<file path="src/rtl/wr_sched_pkg.sv">
// Shared types and constants for the write-burst scheduler.
package wr_sched_pkg;

  typedef enum logic [1:0] {
    ST_IDLE      = 2'd0,
    ST_REQ       = 2'd1,
    ST_DATA      = 2'd2,
    ST_WAIT_DONE = 2'd3
  } state_e;

  localparam int unsigned BYTE_BITS = 8;

  // Bytes carried by one beat of the given data width
  function automatic int unsigned beat_bytes(input int unsigned data_width);
    return data_width / BYTE_BITS;
  endfunction

endpackage

</file>
<file path="src/rtl/wr_burst_sched_rr_arb2.sv">
// Two-requester round-robin arbiter; priority flips to the loser when i_update strobes.
module rr_arb2 (
  input  logic       clk,
  input  logic       rst,
  input  logic [1:0] i_req,
  input  logic       i_update,
  output logic       o_gnt_vld_c,
  output logic       o_gnt_idx_c
);

  logic r_prio;

  always_comb begin
    o_gnt_vld_c = |i_req;
    o_gnt_idx_c = 1'b0;
    if (i_req == 2'b11) o_gnt_idx_c = r_prio;
    else                o_gnt_idx_c = i_req[1];
  end

  always_ff @(posedge clk) begin
    if (rst)                          r_prio <= 1'b0;
    else if (i_update && o_gnt_vld_c) r_prio <= ~o_gnt_idx_c;
  end

endmodule

</file>
<file path="src/rtl/wr_burst_sched.sv">
// Schedules fixed-length AXI write bursts from two FWFT FIFOs into per-channel address rings.
// Optional macro WR_SCHED_STAT_EN enables the per-channel completed-burst counters.
module wr_burst_sched
  import wr_sched_pkg::*;
#(
  parameter int unsigned DATA_WIDTH = 64,
  parameter int unsigned CNT_WIDTH  = 8,
  parameter int unsigned ADDR_WIDTH = 30,
  parameter int unsigned BURST_LEN  = 16,
  parameter int unsigned CH0_BASE   = 32'h0000_0000,
  parameter int unsigned CH0_END    = 32'h0000_0400,
  parameter int unsigned CH1_BASE   = 32'h0000_1000,
  parameter int unsigned CH1_END    = 32'h0000_1400
) (
  input  logic                  axi_clk,
  input  logic                  axi_rst,
  input  logic [CNT_WIDTH-1:0]  ch0_rd_data_count,
  input  logic [CNT_WIDTH-1:0]  ch1_rd_data_count,
  input  logic [DATA_WIDTH-1:0] ch0_rd_data,
  input  logic [DATA_WIDTH-1:0] ch1_rd_data,
  output logic                  ch0_fifo_rd_en,
  output logic                  ch1_fifo_rd_en,
  output logic                  wr_burst_req,
  output logic [ADDR_WIDTH-1:0] wr_burst_addr,
  output logic [7:0]            wr_burst_len,
  input  logic                  wr_burst_ack,
  input  logic                  wr_data_req,
  output logic [DATA_WIDTH-1:0] wr_data,
  input  logic                  wr_burst_done,
  output logic                  busy,
  output logic                  active_ch,
  output logic [31:0]           ch0_burst_cnt,
  output logic [31:0]           ch1_burst_cnt
);

  localparam int unsigned BEAT_W      = $clog2(BURST_LEN);
  localparam int unsigned CMP_W       = CNT_WIDTH + 9;
  localparam int unsigned AW1         = ADDR_WIDTH + 1;
  localparam int unsigned BURST_BYTES = beat_bytes(DATA_WIDTH) * BURST_LEN;

  state_e                r_state;
  logic [BEAT_W-1:0]     r_beat;
  logic [ADDR_WIDTH-1:0] r_ch0_addr;
  logic [ADDR_WIDTH-1:0] r_ch1_addr;

  logic                  w_ch0_elig;
  logic                  w_ch1_elig;
  logic                  w_gnt_vld;
  logic                  w_gnt_idx;
  logic                  w_pop;
  logic [AW1-1:0]        w_ch0_sum;
  logic [AW1-1:0]        w_ch1_sum;
  logic [ADDR_WIDTH-1:0] w_ch0_next;
  logic [ADDR_WIDTH-1:0] w_ch1_next;

  assign w_ch0_elig = CMP_W'(ch0_rd_data_count) >= CMP_W'(BURST_LEN);
  assign w_ch1_elig = CMP_W'(ch1_rd_data_count) >= CMP_W'(BURST_LEN);

  rr_arb2 u_arb (
    .clk         (axi_clk),
    .rst         (axi_rst),
    .i_req       ({w_ch1_elig, w_ch0_elig}),
    .i_update    (r_state == ST_IDLE),
    .o_gnt_vld_c (w_gnt_vld),
    .o_gnt_idx_c (w_gnt_idx)
  );

  // Extra MSB on the sum keeps the wrap compare correct near the top of the address space
  assign w_ch0_sum  = {1'b0, r_ch0_addr} + AW1'(BURST_BYTES);
  assign w_ch1_sum  = {1'b0, r_ch1_addr} + AW1'(BURST_BYTES);
  assign w_ch0_next = (w_ch0_sum >= AW1'(CH0_END)) ? ADDR_WIDTH'(CH0_BASE) : w_ch0_sum[ADDR_WIDTH-1:0];
  assign w_ch1_next = (w_ch1_sum >= AW1'(CH1_END)) ? ADDR_WIDTH'(CH1_BASE) : w_ch1_sum[ADDR_WIDTH-1:0];

  // Zero-latency pop path; reset blocks pops in the cycle it is asserted
  assign w_pop          = (r_state == ST_DATA) && wr_data_req && !axi_rst;
  assign ch0_fifo_rd_en = w_pop && !active_ch;
  assign ch1_fifo_rd_en = w_pop && active_ch;
  assign wr_data        = active_ch ? ch1_rd_data : ch0_rd_data;

  always_ff @(posedge axi_clk) begin
    if (axi_rst) begin
      r_state       <= ST_IDLE;
      r_beat        <= '0;
      r_ch0_addr    <= ADDR_WIDTH'(CH0_BASE);
      r_ch1_addr    <= ADDR_WIDTH'(CH1_BASE);
      wr_burst_req  <= 1'b0;
      wr_burst_addr <= ADDR_WIDTH'(CH0_BASE);
      wr_burst_len  <= 8'd0;
      busy          <= 1'b0;
      active_ch     <= 1'b0;
    end else begin
      case (r_state)
        ST_IDLE: begin
          if (w_gnt_vld) begin
            r_state       <= ST_REQ;
            active_ch     <= w_gnt_idx;
            busy          <= 1'b1;
            wr_burst_req  <= 1'b1;
            wr_burst_addr <= w_gnt_idx ? r_ch1_addr : r_ch0_addr;
            wr_burst_len  <= 8'(BURST_LEN - 1);
          end
        end
        ST_REQ: begin
          if (wr_burst_ack) begin
            wr_burst_req <= 1'b0;
            r_beat       <= '0;
            r_state      <= ST_DATA;
          end
        end
        ST_DATA: begin
          if (wr_data_req) begin
            if (r_beat == BEAT_W'(BURST_LEN - 1)) begin
              r_beat  <= '0;
              r_state <= ST_WAIT_DONE;
            end else begin
              r_beat <= r_beat + 1'b1;
            end
          end
        end
        ST_WAIT_DONE: begin
          if (wr_burst_done) begin
            if (active_ch) r_ch1_addr <= w_ch1_next;
            else           r_ch0_addr <= w_ch0_next;
            busy    <= 1'b0;
            r_state <= ST_IDLE;
          end
        end
        default: r_state <= ST_IDLE;
      endcase
    end
  end

`ifdef WR_SCHED_STAT_EN
  logic w_done;
  assign w_done = (r_state == ST_WAIT_DONE) && wr_burst_done;

  always_ff @(posedge axi_clk) begin
    if (axi_rst) begin
      ch0_burst_cnt <= 32'd0;
      ch1_burst_cnt <= 32'd0;
    end else if (w_done) begin
      if (active_ch) ch1_burst_cnt <= ch1_burst_cnt + 32'd1;
      else           ch0_burst_cnt <= ch0_burst_cnt + 32'd1;
    end
  end
`else
  assign ch0_burst_cnt = 32'd0;
  assign ch1_burst_cnt = 32'd0;
`endif

endmodule

</file>
<file path="config.mk">
export PLATFORM = sky130hd
export DESIGN_NAME = wr_burst_sched
export DESIGN_NICKNAME = d
export VERILOG_FILES = /design/src/rtl/wr_sched_pkg.sv /design/src/rtl/wr_burst_sched_rr_arb2.sv /design/src/rtl/wr_burst_sched.sv
export SDC_FILE = /design/constraint.sdc
export NUM_CORES = 1
export LEC_CHECK = 0
export BUFFER_PORTS_ARGS = -buffer_cell sky130_fd_sc_hd__buf_2
export CORE_MARGIN = 8
export CORE_UTILIZATION = 44
export DETAILED_ROUTE_END_ITERATION = 6
export GPL_TIMING_DRIVEN = 1
export PLACE_DENSITY = 0.85
export RECOVER_POWER = 50
export SETUP_SLACK_MARGIN = 0.4
export SYNTH_ARGS = -nofsm -noshare
export SYNTH_HDL_FRONTEND = slang
export SYNTH_SLANG_ARGS = --single-unit
</file>
<file path="constraint.sdc">
create_clock -name axi_clk -period 3.1 [get_ports axi_clk]
set_input_delay 0.31 -clock axi_clk [delete_from_list [all_inputs] [get_ports axi_clk]]
set_output_delay 0.31 -clock axi_clk [all_outputs]
set_load 0.01 [all_outputs]
</file>
==> results.md, run 1 <==
- Status: completed
- Register area: ~1600 sq um
- CTS tree: yes
- CP Launch Type: flip-flop
- Fraction of the yosys area taken by sequential cells: 30.7%
- Reg2Reg Setup Slack: between 0.5 and 0.6 ns
- Cell Area, Synth: between 5000 and 6000 sq um
- Worst setup endpoint: r_ch0_addr[9]
- GRT Residual Overflow: 0
- Global-route wire length before repair: between 20,000 and 30,000 um
- # fillers: around 1,100
- Core Footprint: between 10,000 and 15,000 sq um
- Fin. max-slew vios: 0
- CTS clk-pin slew, worst paths: 0.06 ns
- CP Capture Type: flip-flop
- Root Driver: clkbuf_16
- Post-synth EDFFs: 0
- Synth Warn #: 0
- Share of cells above drive strength 1: 38.3%
- Min Clock Period, post-route: between 2 and 3 ns
- Worst setup path class: flip-flop to flip-flop
- WP data required: roughly 3.4 ns
- Routed length per placed instance: approximately 21 um
- Yosys reg bits: 80
- DRC Markers: 0
- Initial antenna violation count: 1
- Cts hold-fix bufs: 0
- Buffers on Ports: 236
- Yosys cell types: 70
- Ys async rst share: 0%
- Synth top area share: between 30% and 40%
- Vias per std cell: approximately 5.4
- CTS Sinks: 80
- Total CTS buffers: 9
- Power per cell area: 550 nW/um^2
- Final #Nets: around 950
- Routed vias: around 5,100
- Delay of the slowest critical-path stage: about 0.50 ns
- Largest area contributor in the synthesized netlist: dfxtp_1
- Slew margin rel.: ~19%
- Crit path DAT: roughly 2.9 ns
- Endpoints failing hold: 0
- Multi-input logic area: 3080 sq um
- Start point of the worst hold path: wr_burst_ack
- Period utilisation layout: between 80% and 90%
- Final setup fails: 0
- Top_reg_cell synth: dfxtp_1
- Unrepaired setup endpoints after global routing: false
- Top cells by area, synth: dfxtp_1 (31%), mux2_2 (14%), buf_4 (12%)
- Starting Density: around 45%
- Critical Path Fanout Max: 5
- Die height: 125 um
- Worst hold path stage count: 4
- Util after Layout: roughly 56%
- Fin Setup TNS: 0 ns
- Fmax: 0.387 GHz
- Drt total wl: between 15,000 and 20,000 um
- Total GRT Usage: between 20% and 30%
- Synthesized area per cell: about 9.0 sq um
- Slowest cell on crit path: nor4_2
- Die area: between 15,000 and 20,000 sq um
- Area delta synth->final: 22.8%
- Chain of cells forming the critical path: ha_1 > nand4_1 > nor3_1 > o211ai_1 > a2111o_1 > nor4_2 > nand3b_1 > a31oi_1
- Power Total: between 3 and 4 mW
- DRT iter0 DRCs: around 470
- Hold WC Path Type: input port to flip-flop
- Initial DRT Pass Iterations: 6
- Mapped Cells: around 580
- Htree depth: 3
- CTS Buffer Depth: 2
- Largest net degree at the start of global routing: 34
- Vias in the first global route: slightly below 5,000
- Register-to-Register Path Depth: 8
- Io pins: between 300 and 400
- CP Launch Point: r_ch0_addr[7]
- Max VDD drop: 0.000278 V
- MaxCap Viol Count: 0
- Tightest Pin Transition: 1.21 ns
- R2R Path Start: r_ch0_addr[7]
- Final antenna-violating net count: 0
- Worst Skew: 0.00455 ns
- Pleak: ~2.8 nW
- HPWL Detailed: around 16,000 um
- GPL Wtd Cong: between 0.8 and 0.9
- Most frequent cells in the layout: buf_2 (202), dfxtp_1 (79), conb_1 (75)
- Clock Latency Late Sink: approximately 0.34 ns
- Site Rows: 39
- Leading cell type in the layout, fill and taps excluded: buf_2
- Die Wd: 125 um
- RR Endpoint: r_ch0_addr[9]
[worst min path at each step]
stage	endpoint	slack, ns
final	wr_burst_req	0.30
after global routing	wr_burst_req	0.33
after CTS	wr_burst_req	0.29
after detailed placement	wr_burst_len[0]	0.47
after global placement	wr_burst_len[0]	0.47
after floorplan	u_arb.r_prio	0.46
[state kept, by name, summed over array words and instances, names as in the netlist]
name           flops
r_state            2
active_ch          1
wr_burst_addr     23
wr_burst_req       1
r_beat             4
busy               1
r_ch0_addr        23
wr_burst_len       1
u_arb.r_prio       1
r_ch1_addr        23
[logic make-up after synthesis]
family	after synthesis	share of synthesized area (%)
fa+ha+maj	8	1.92
simple gates	197	21.2
mux	70	15.0
flops	80	30.7
other cells	1	0.0718
buf+inv	128	15.9
xor+xnor	11	1.85
compound gates	86	13.4
[routing by layer]
layer	GRT usage (%)	share of wire [%]
met1	25.6	37
met2	43.8	53
met3	5.74	7.5
met4	8.24	2.5
met5	0	0
[through the flow]
step	cell area, sq um	hold slack, ns	std cells	setup WS [ns]
CTS	6460	0.291	941	0.449
floorplan	5500	0.458	655	0.939
finish	6410	0.296	943	0.516
global route	6410	0.329	942	0.414
global placement	6150	0.468	927	0.452
detailed placement	6150	0.475	927	0.392
[cell usage after synthesis (all sizes together) (7+ instances only)]
master / count
a31oi: 7
and3: 8
nand3: 16
inv: 12
a21oi: 11
and2: 38
clkbuf: 28
ha: 8
nor2: 53
xnor2: 7
dfxtp: 80
nor4: 9
buf: 88
a211oi: 8
a222oi: 23
nand4: 14
nor3: 17
nand2: 17
mux2: 65
[timing repair]
item,4_1_cts,5_1_grt
buffers inserted,0,0
resized for setup,1,2
setup endpoints to repair,2,5
[worst max-delay path, delay by kind of cell (launching register included)]
kind	cells	cell delay [ns]
AOI/OAI and AO/OA	3	0.73
DFF	1	0.41
and+or+nand+nor	4	1.11
adders and majority gates	1	0.26
[power by group]
group / total, mW / switching, mW / internal [mW] / leakage [nW]
clock network: 1.11 / 0.393 / 0.718 / 0.148
registers: 1.11 / 0.0391 / 1.07 / 0.647
logic: 1.30 / 0.816 / 0.486 / 2.02
total: 3.53 / 1.25 / 2.28 / 2.81
[cell type report]
cell class	instances	area share [%]
repair buffers	245	18.6
well taps	143	2.79
clock inverters	3	1.05
clock buffers	11	3.79
multi-input cells	447	48.0
inverters	12	0.703
diodes	2	0.0781
flip-flops and latches	80	25.0
(Power assumes the default switching activity.)
==> inputs of run 2 (changes only) <==
- CORE_UTILIZATION: 44 -> 40
- PLACE_DENSITY: 0.85 -> 0.81
- clock period: 3.1 -> 2.15 ns (I/O delays scaled with it)
==> results.md, run 2 (synthesis results as in run 1) <==
- Worst setup endpoint: r_ch0_addr[7] (was r_ch0_addr[9])
- Period utilisation layout: 105% (was 83.4%)
- CTS Sinks: 80 (unchanged)
- Min Clock Period, post-route: 2.25 ns (was 2.58 ns)
- Logic pwr share: 44.9% (was 36.9%)
- Io pins: 320 (unchanged)
- Area delta synth->final: 50.3% (was 22.8%)
- Non-Filler Instances: 1,060 (was 943)
- Reg2Reg Setup Slack: -0.10 ns (was 0.52 ns)
- RR Endpoint: r_ch0_addr[7] (was r_ch0_addr[9])
- Total GRT Usage: 25.4% (was 23.6%)
- Final worst slack: -0.100 ns (was 0.516 ns)
- Crit path DAT: 2.52 ns (was 2.85 ns)
- Worst setup path class: flip-flop to flip-flop (unchanged)
- Fin. max-slew vios: 0 (unchanged)
- Die Wd: 130 um (was 125 um)
- CP Capture Type: flip-flop (unchanged)
- Routed vias: 5,684 (was 5,052)
- Power Total: 5.84 mW (was 3.53 mW)
- Final antenna-violating net count: 0 (unchanged)
- Cts hold-fix bufs: 0 (unchanged)
- CP Launch Type: flip-flop (unchanged)
- Int Power: 3.68 mW (was 2.28 mW)
- Die area: 17,000 sq um (was 15,600 sq um)
- Leading cell type in the layout, fill and taps excluded: buf_2 (unchanged)
- Global-route wire length before repair: 31,800 um (was 28,900 um)
- Slew margin rel.: 56.0% (was 19.3%)
- MaxCap Viol Count: 0 (unchanged)
- Fmax: 0.444 GHz (was 0.387 GHz)
- Initial DRT Pass Iterations: 5 (was 6)
- GRT Residual Overflow: 0 (unchanged)
- Power per cell area: 744 nW/um^2 (was 550 nW/um^2)
- Endpoints failing hold: 0 (unchanged)
- Placed cell count: 1,017 (was 927)
- Share of cells above drive strength 1: 49.4% (was 38.3%)
- Fin Setup TNS: -0.273 ns (was 0 ns)
- HPWL Detailed: 18,200 um (was 16,000 um)
- Final instance area: 7850 sq um (was 6410 sq um)
- WP data required: 2.42 ns (was 3.37 ns)
- Largest net degree at the start of global routing: 28 (was 34)
- Max VDD drop: 0.000474 V (was 0.000278 V)
- Drt total wl: 24,000 um (was 19,500 um)
- Post-place setup slack: -0.0488 ns (was 0.392 ns)
- Largest registers: r_ch0_addr: 23 flops, r_ch1_addr: 23 flops, wr_burst_addr: 23 flops (unchanged)
- Worst Skew: 0.00550 ns (was 0.00455 ns)
- Initial antenna violation count: 3 (was 1)
- Hold WC Path Type: input port to flip-flop (unchanged)
- Die height: 130 um (was 125 um)
- CTS Buffer Depth: 2 (unchanged)
- Status: finished with violations (was completed)
- Register-to-Register Path Depth: 10 (was 8)
- Cell Area, Placed: 6760 sq um (was 6150 sq um)
- Hold WS: 0.200 ns (was 0.296 ns)
- CP Launch Point: r_ch0_addr[8] (was r_ch0_addr[7])
- Root Driver: clkbuf_16 (unchanged)
- Vias in the first global route: 5,419 (was 4,953)
- Clock Latency Late Sink: 0.34 ns (about the same)
- Final setup fails: 4 (was 0)
- GPL Wtd Cong: 0.992 (was 0.856)
- Clk pwr share: 27.6% (was 31.5%)
- DRC Markers: 0 (unchanged)
- Flop pwr share: 27.5% (was 31.5%)
- DRT iter0 DRCs: 643 (was 468)
- Vias per std cell: 5.36 (about the same)
- Site Rows: 41 (was 39)
- Total CTS buffers: 9 (unchanged)
- Most frequent cells in the layout: buf_2 (172), buf_4 (76), conb_1 (75) (was buf_2 (202), dfxtp_1 (79), conb_1 (75))
- Starting Density: 41.2% (was 45.3%)
- Util after Layout: 61.9% (was 55.7%)
- Tightest Pin Transition: 0.658 ns (was 1.21 ns)
- Final #Nets: 1,038 (was 952)
- Unrepaired setup endpoints after global routing: true (was false)
- Critical Path Fanout Max: 5 (unchanged)
- Routed length per placed instance: 22.6 um (was 20.7 um)
- Core Footprint: 12,700 sq um (was 11,500 sq um)
- CTS clk-pin slew, worst paths: 0.06 ns (about the same)
- Failing checks: negative setup slack
- Switching Fraction: 37.0% (was 35.4%)
- CTS tree: yes (unchanged)
- R2R Path Start: r_ch0_addr[8] (was r_ch0_addr[7])
- Buffers on Ports: 236 (unchanged)
- Htree depth: 3 (unchanged)
- Pleak: 3.61 nW (was 2.81 nW)
- Sw power: 2.16 mW (was 1.25 mW)
- # fillers: 1,095 (was 1,065)
run 2: cell types whose count changed in the layout (fill, tap and decap cells not counted), moves of 5 or more:
cell,delta
buf_4,+71
dfxtp_1,-19
buf_2,-30
buf_6,+36
dfxtp_2,+16
clkbuf_1,-5
mux2_2,-38
mux2_4,+36
nor4_4,+5
and2_1,+7
and2_0,-7
run 2: how the worst min path moves through the flow:
stage	startpoint	end	slack, ns	cells after the start
floorplan	wr_burst_done	busy	0.43	3
global placement	wr_burst_len[0]	wr_burst_len[0]	0.47	2
detailed placement	wr_burst_len[0]	wr_burst_len[0]	0.48	2
CTS	wr_burst_ack	wr_burst_req	0.19	4
global route	wr_burst_ack	wr_burst_req	0.22	4
finish	wr_burst_ack	wr_burst_req	0.20	4
run 2: metal layers:
metal	routed length, um	vias to the layer above	global-route usage (%)
met5	10	-	0
met4	783	2	10.8
met3	2510	42	7.18
met2	12400	350	44.6
met1	8310	2713	28.2
li1	-	2577	-
run 2: timing repair:
action | in CTS | in global routing
cloned | 3 | 6
gates resized for setup | 63 | 83
pin swaps | 17 | 13
setup endpoints to repair | 123 | 100
hold endpoints to repair | 0 | 0
setup buffers | 13 | 3
run 2: critical path, cell delays in order, from the launching register on:
cell      delay, ns
dfxtp_4        0.36
ha_4           0.15
nand4_1        0.23
buf_4          0.22
nor3_2         0.13
o2111a_1       0.26
o22ai_2        0.10
nor4_4         0.38
buf_4          0.18
mux2i_1        0.06
nor2_1         0.10
run 2: final cells by class:
cell class	count	area (sq um)	area share [%]
diodes	2	5.00	0.0638
flip-flops and latches	80	1630	20.8
clock inverters	5	62.6	0.797
repair buffers	331	2190	27.9
multi-input cells	447	3440	43.9
clock buffers	11	253	3.22
well taps	172	215	2.74
inverters	12	45.0	0.574
run 2: power by group through the flow:
| stage | registers, mW | logic [mW] | clock network [mW] |
|---|---|---|---|
| finish | 1.61 | 2.62 | 1.61 |
| global route | 1.62 | 2.74 | 1.67 |
| CTS | 1.61 | 2.29 | 1.62 |
| detailed placement | 1.63 | 1.98 | 0 |
| global placement | 1.63 | 1.95 | 0 |
| floorplan | 1.63 | 1.28 | 0 |
==> inputs of run 3 (changes only) <==
- BUFFER_PORTS_ARGS: -buffer_cell sky130_fd_sc_hd__buf_2 -> -buffer_cell sky130_fd_sc_hd__clkbuf_2
==> results.md, run 3 (synthesis results as in run 1) <==
- DRC Markers: 3 (was 0)
- MaxCap Viol Count: 0 (unchanged)
- Period utilisation layout: 102% (was 105%)
- Leading cell type in the layout, fill and taps excluded: clkbuf_2 (was buf_2)
- Clk pwr share: 25.1% (was 27.6%)
- CP Launch Type: flip-flop (unchanged)
- Flop pwr share: 26.9% (was 27.5%)
- Logic pwr share: 48.0% (was 44.9%)
- Slowest cell on crit path: or4_4 (was nor4_4)
- Total GRT Usage: 25.2% (was 25.4%)
- Placed cell count: 1,011 (was 1,017)
- Die Wd: 130 um (unchanged)
- Critical Path Fanout Max: 7 (was 5)
- Vias per std cell: 5.41 (was 5.36)
- Buffers on Ports: 236 (unchanged)
- CP dominant cell by count: and4_4 (was buf_4)
- Status: finished with violations (unchanged)
- Crit path DAT: 2.43 ns (was 2.52 ns)
- Final worst slack: -0.0423 ns (was -0.100 ns)
- GRT Residual Overflow: 0 (unchanged)
- Worst setup path class: flip-flop to flip-flop (unchanged)
- Starting Density: 41.2% (unchanged)
- Root Driver: clkbuf_16 (unchanged)
- Total CTS buffers: 9 (unchanged)
- HPWL Detailed: 18,100 um (was 18,200 um)
- DRT iter0 DRCs: 614 (was 643)
- Fin. max-slew vios: 0 (unchanged)
- Initial antenna violation count: 2 (was 3)
- Hold WC Path Type: input port to flip-flop (unchanged)
- Final setup fails: 3 (was 4)
- Min Clock Period, post-route: 2.19 ns (was 2.25 ns)
- Switching Fraction: 36.9% (was 37.0%)
- CP Launch Point: r_ch1_addr[8] (was r_ch0_addr[8])
- Chain of cells forming the critical path: buf_6 > and4_4 > and4_4 > or4_4 > o21ai_4 > nand4_4 > buf_4 > o41ai_2 (was ha_4 > nand4_1 > buf_4 > nor3_2 > o2111a_1 > o22ai_2 > nor4_4 > buf_4 > mux2i_1 > nor2_1)
- Worst Skew: 0.00833 ns (was 0.00550 ns)
- Fmax: 0.456 GHz (was 0.444 GHz)
- Io pins: 320 (unchanged)
- Site Rows: 41 (unchanged)
- Routed vias: 5,750 (was 5,684)
- Unrepaired setup endpoints after global routing: true (unchanged)
- Initial DRT Pass Iterations: 7 (was 5)
- Util after Layout: 65.1% (was 61.9%)
- Int Power: 3.78 mW (was 3.68 mW)
- Final antenna-violating net count: 0 (unchanged)
- Die area: 17,000 sq um (unchanged)
- Largest net degree at the start of global routing: 34 (was 28)
- Sw power: 2.21 mW (was 2.16 mW)
- Cts hold-fix bufs: 0 (unchanged)
- Endpoints failing hold: 0 (unchanged)
- Power per cell area: 727 nW/um^2 (was 744 nW/um^2)
- Core Footprint: 12,700 sq um (unchanged)
- GPL Wtd Cong: 0.927 (was 0.992)
- Slew margin rel.: 56.2% (was 56.0%)
- CTS clk-pin slew, worst paths: 0.07 ns (was 0.06 ns)
- CTS tree: yes (unchanged)
- Htree depth: 3 (unchanged)
- CTS Sinks: 80 (unchanged)
- Routed length per placed instance: 22.6 um (about the same)
- Max VDD drop: 0.000372 V (was 0.000474 V)
- Tightest Pin Transition: 0.657 ns (was 0.658 ns)
- Drt total wl: 24,100 um (was 24,000 um)
- Largest registers: r_ch0_addr: 23 flops, r_ch1_addr: 23 flops, wr_burst_addr: 23 flops (unchanged)
- Delay of the slowest critical-path stage: 0.45 ns (was 0.38 ns)
- Area delta synth->final: 57.9% (was 50.3%)
- Share of cells above drive strength 1: 52.1% (was 49.4%)
- Failing checks: design-rule violations, negative setup slack (was negative setup slack)
- Non-Filler Instances: 1,063 (was 1,060)
- CTS Buffer Depth: 2 (unchanged)
- Die height: 130 um (unchanged)
- R2R Path Start: r_ch1_addr[8] (was r_ch0_addr[8])
- Global-route wire length before repair: 31,600 um (was 31,800 um)
- Clock Latency Late Sink: 0.34 ns (about the same)
- Most frequent cells in the layout: clkbuf_2 (159), buf_4 (76), conb_1 (75) (was buf_2 (172), buf_4 (76), conb_1 (75))
- WP data required: 2.39 ns (was 2.42 ns)
- Final #Nets: 1,041 (was 1,038)
- Vias in the first global route: 5,396 (was 5,419)
- CP Capture Type: flip-flop (unchanged)
- Start point of the worst hold path: wr_burst_ack (unchanged)
- Pleak: 3.81 nW (was 3.61 nW)
run 3: changes by cell type in the layout (fill, tap and decap cells not counted), moves of 3 or more:
cell,before,now
mux2_2,25,10
and2_0,0,8
mux2_4,36,55
and2_1,37,28
mux2_1,4,0
buf_8,1,7
a211oi_1,7,3
clkbuf_2,5,159
a211oi_2,1,5
clkbuf_8,2,9
buf_12,0,3
buf_2,172,1
run 3: power groups by stage:
stage	Sequential, mW	Clock [mW]	Combinational, mW
after global placement	1.63	0	1.94
final	1.61	1.51	2.88
after global routing	1.62	1.57	3.02
after detailed placement	1.63	0	1.97
after floorplan	1.63	0	1.28
after CTS	1.61	1.51	2.41
run 3: area by class of cell:
class,count,area [sq um]
Fill cell,1019,4420
Multi-Input combinational cell,447,3620
Timing Repair Buffer,334,2430
Sequential cell,80,1640
Clock buffer,9,225
Tap cell,172,215
Clock inverter,7,72.6
Inverter,12,45.0
Antenna cell,2,5.00
run 3: timing repair:
item	4_1_cts	5_1_grt
pin swaps	20	15
setup endpoints to repair	124	93
gates cloned	4	6
buffers inserted	16	8
gates resized for setup	88	156
run 3: worst paths after layout:
path / slack (ns) / to / cells after the start
hold reg to reg: 0.50 / wr_burst_len[0] / 2
setup reg to reg: -0.04 / r_ch1_addr[7] / 8
hold / removal: 0.20 / wr_burst_req / 4
setup / recovery: -0.04 / r_ch1_addr[7] / 8
run 3: per-layer routing:
| metal | wire [um] | GRT usage (%) | up-vias |
|---|---|---|---|
| met4 | 753 | 9.84 | 0 |
| met2 | 12700 | 45.5 | 353 |
| met5 | 0 | 0 | - |
| li1 | - | - | 2585 |
| met1 | 8620 | 28.5 | 2772 |
| met3 | 1990 | 4.98 | 40 |
run 3: critical path: cells and delay by family (launching register included):
family	cells	cell delay, ns
AND/OR/NAND/NOR	4	1.04
flip-flops	1	0.36
AO/OA/AOI/OAI	2	0.36
buffers and inverters	2	0.32
run 3: metrics by stage:
step           hold slack [ns]  cell area, sq um  power (mW)  setup slack, ns  setup TNS (ns)
6_report                 0.203              8250        6.00          -0.0423         -0.0926
5_1_grt                  0.255              8250        6.21           -0.123          -0.622
4_1_cts                  0.200              7630        5.54          -0.0436         -0.0655
3_5_place_dp             0.494              6720        3.60          -0.0762          -0.285
3_3_place_gp             0.457              6720        3.57         -0.00286        -0.00286
2_1_floorplan            0.429              5640        2.91           0.0642               0
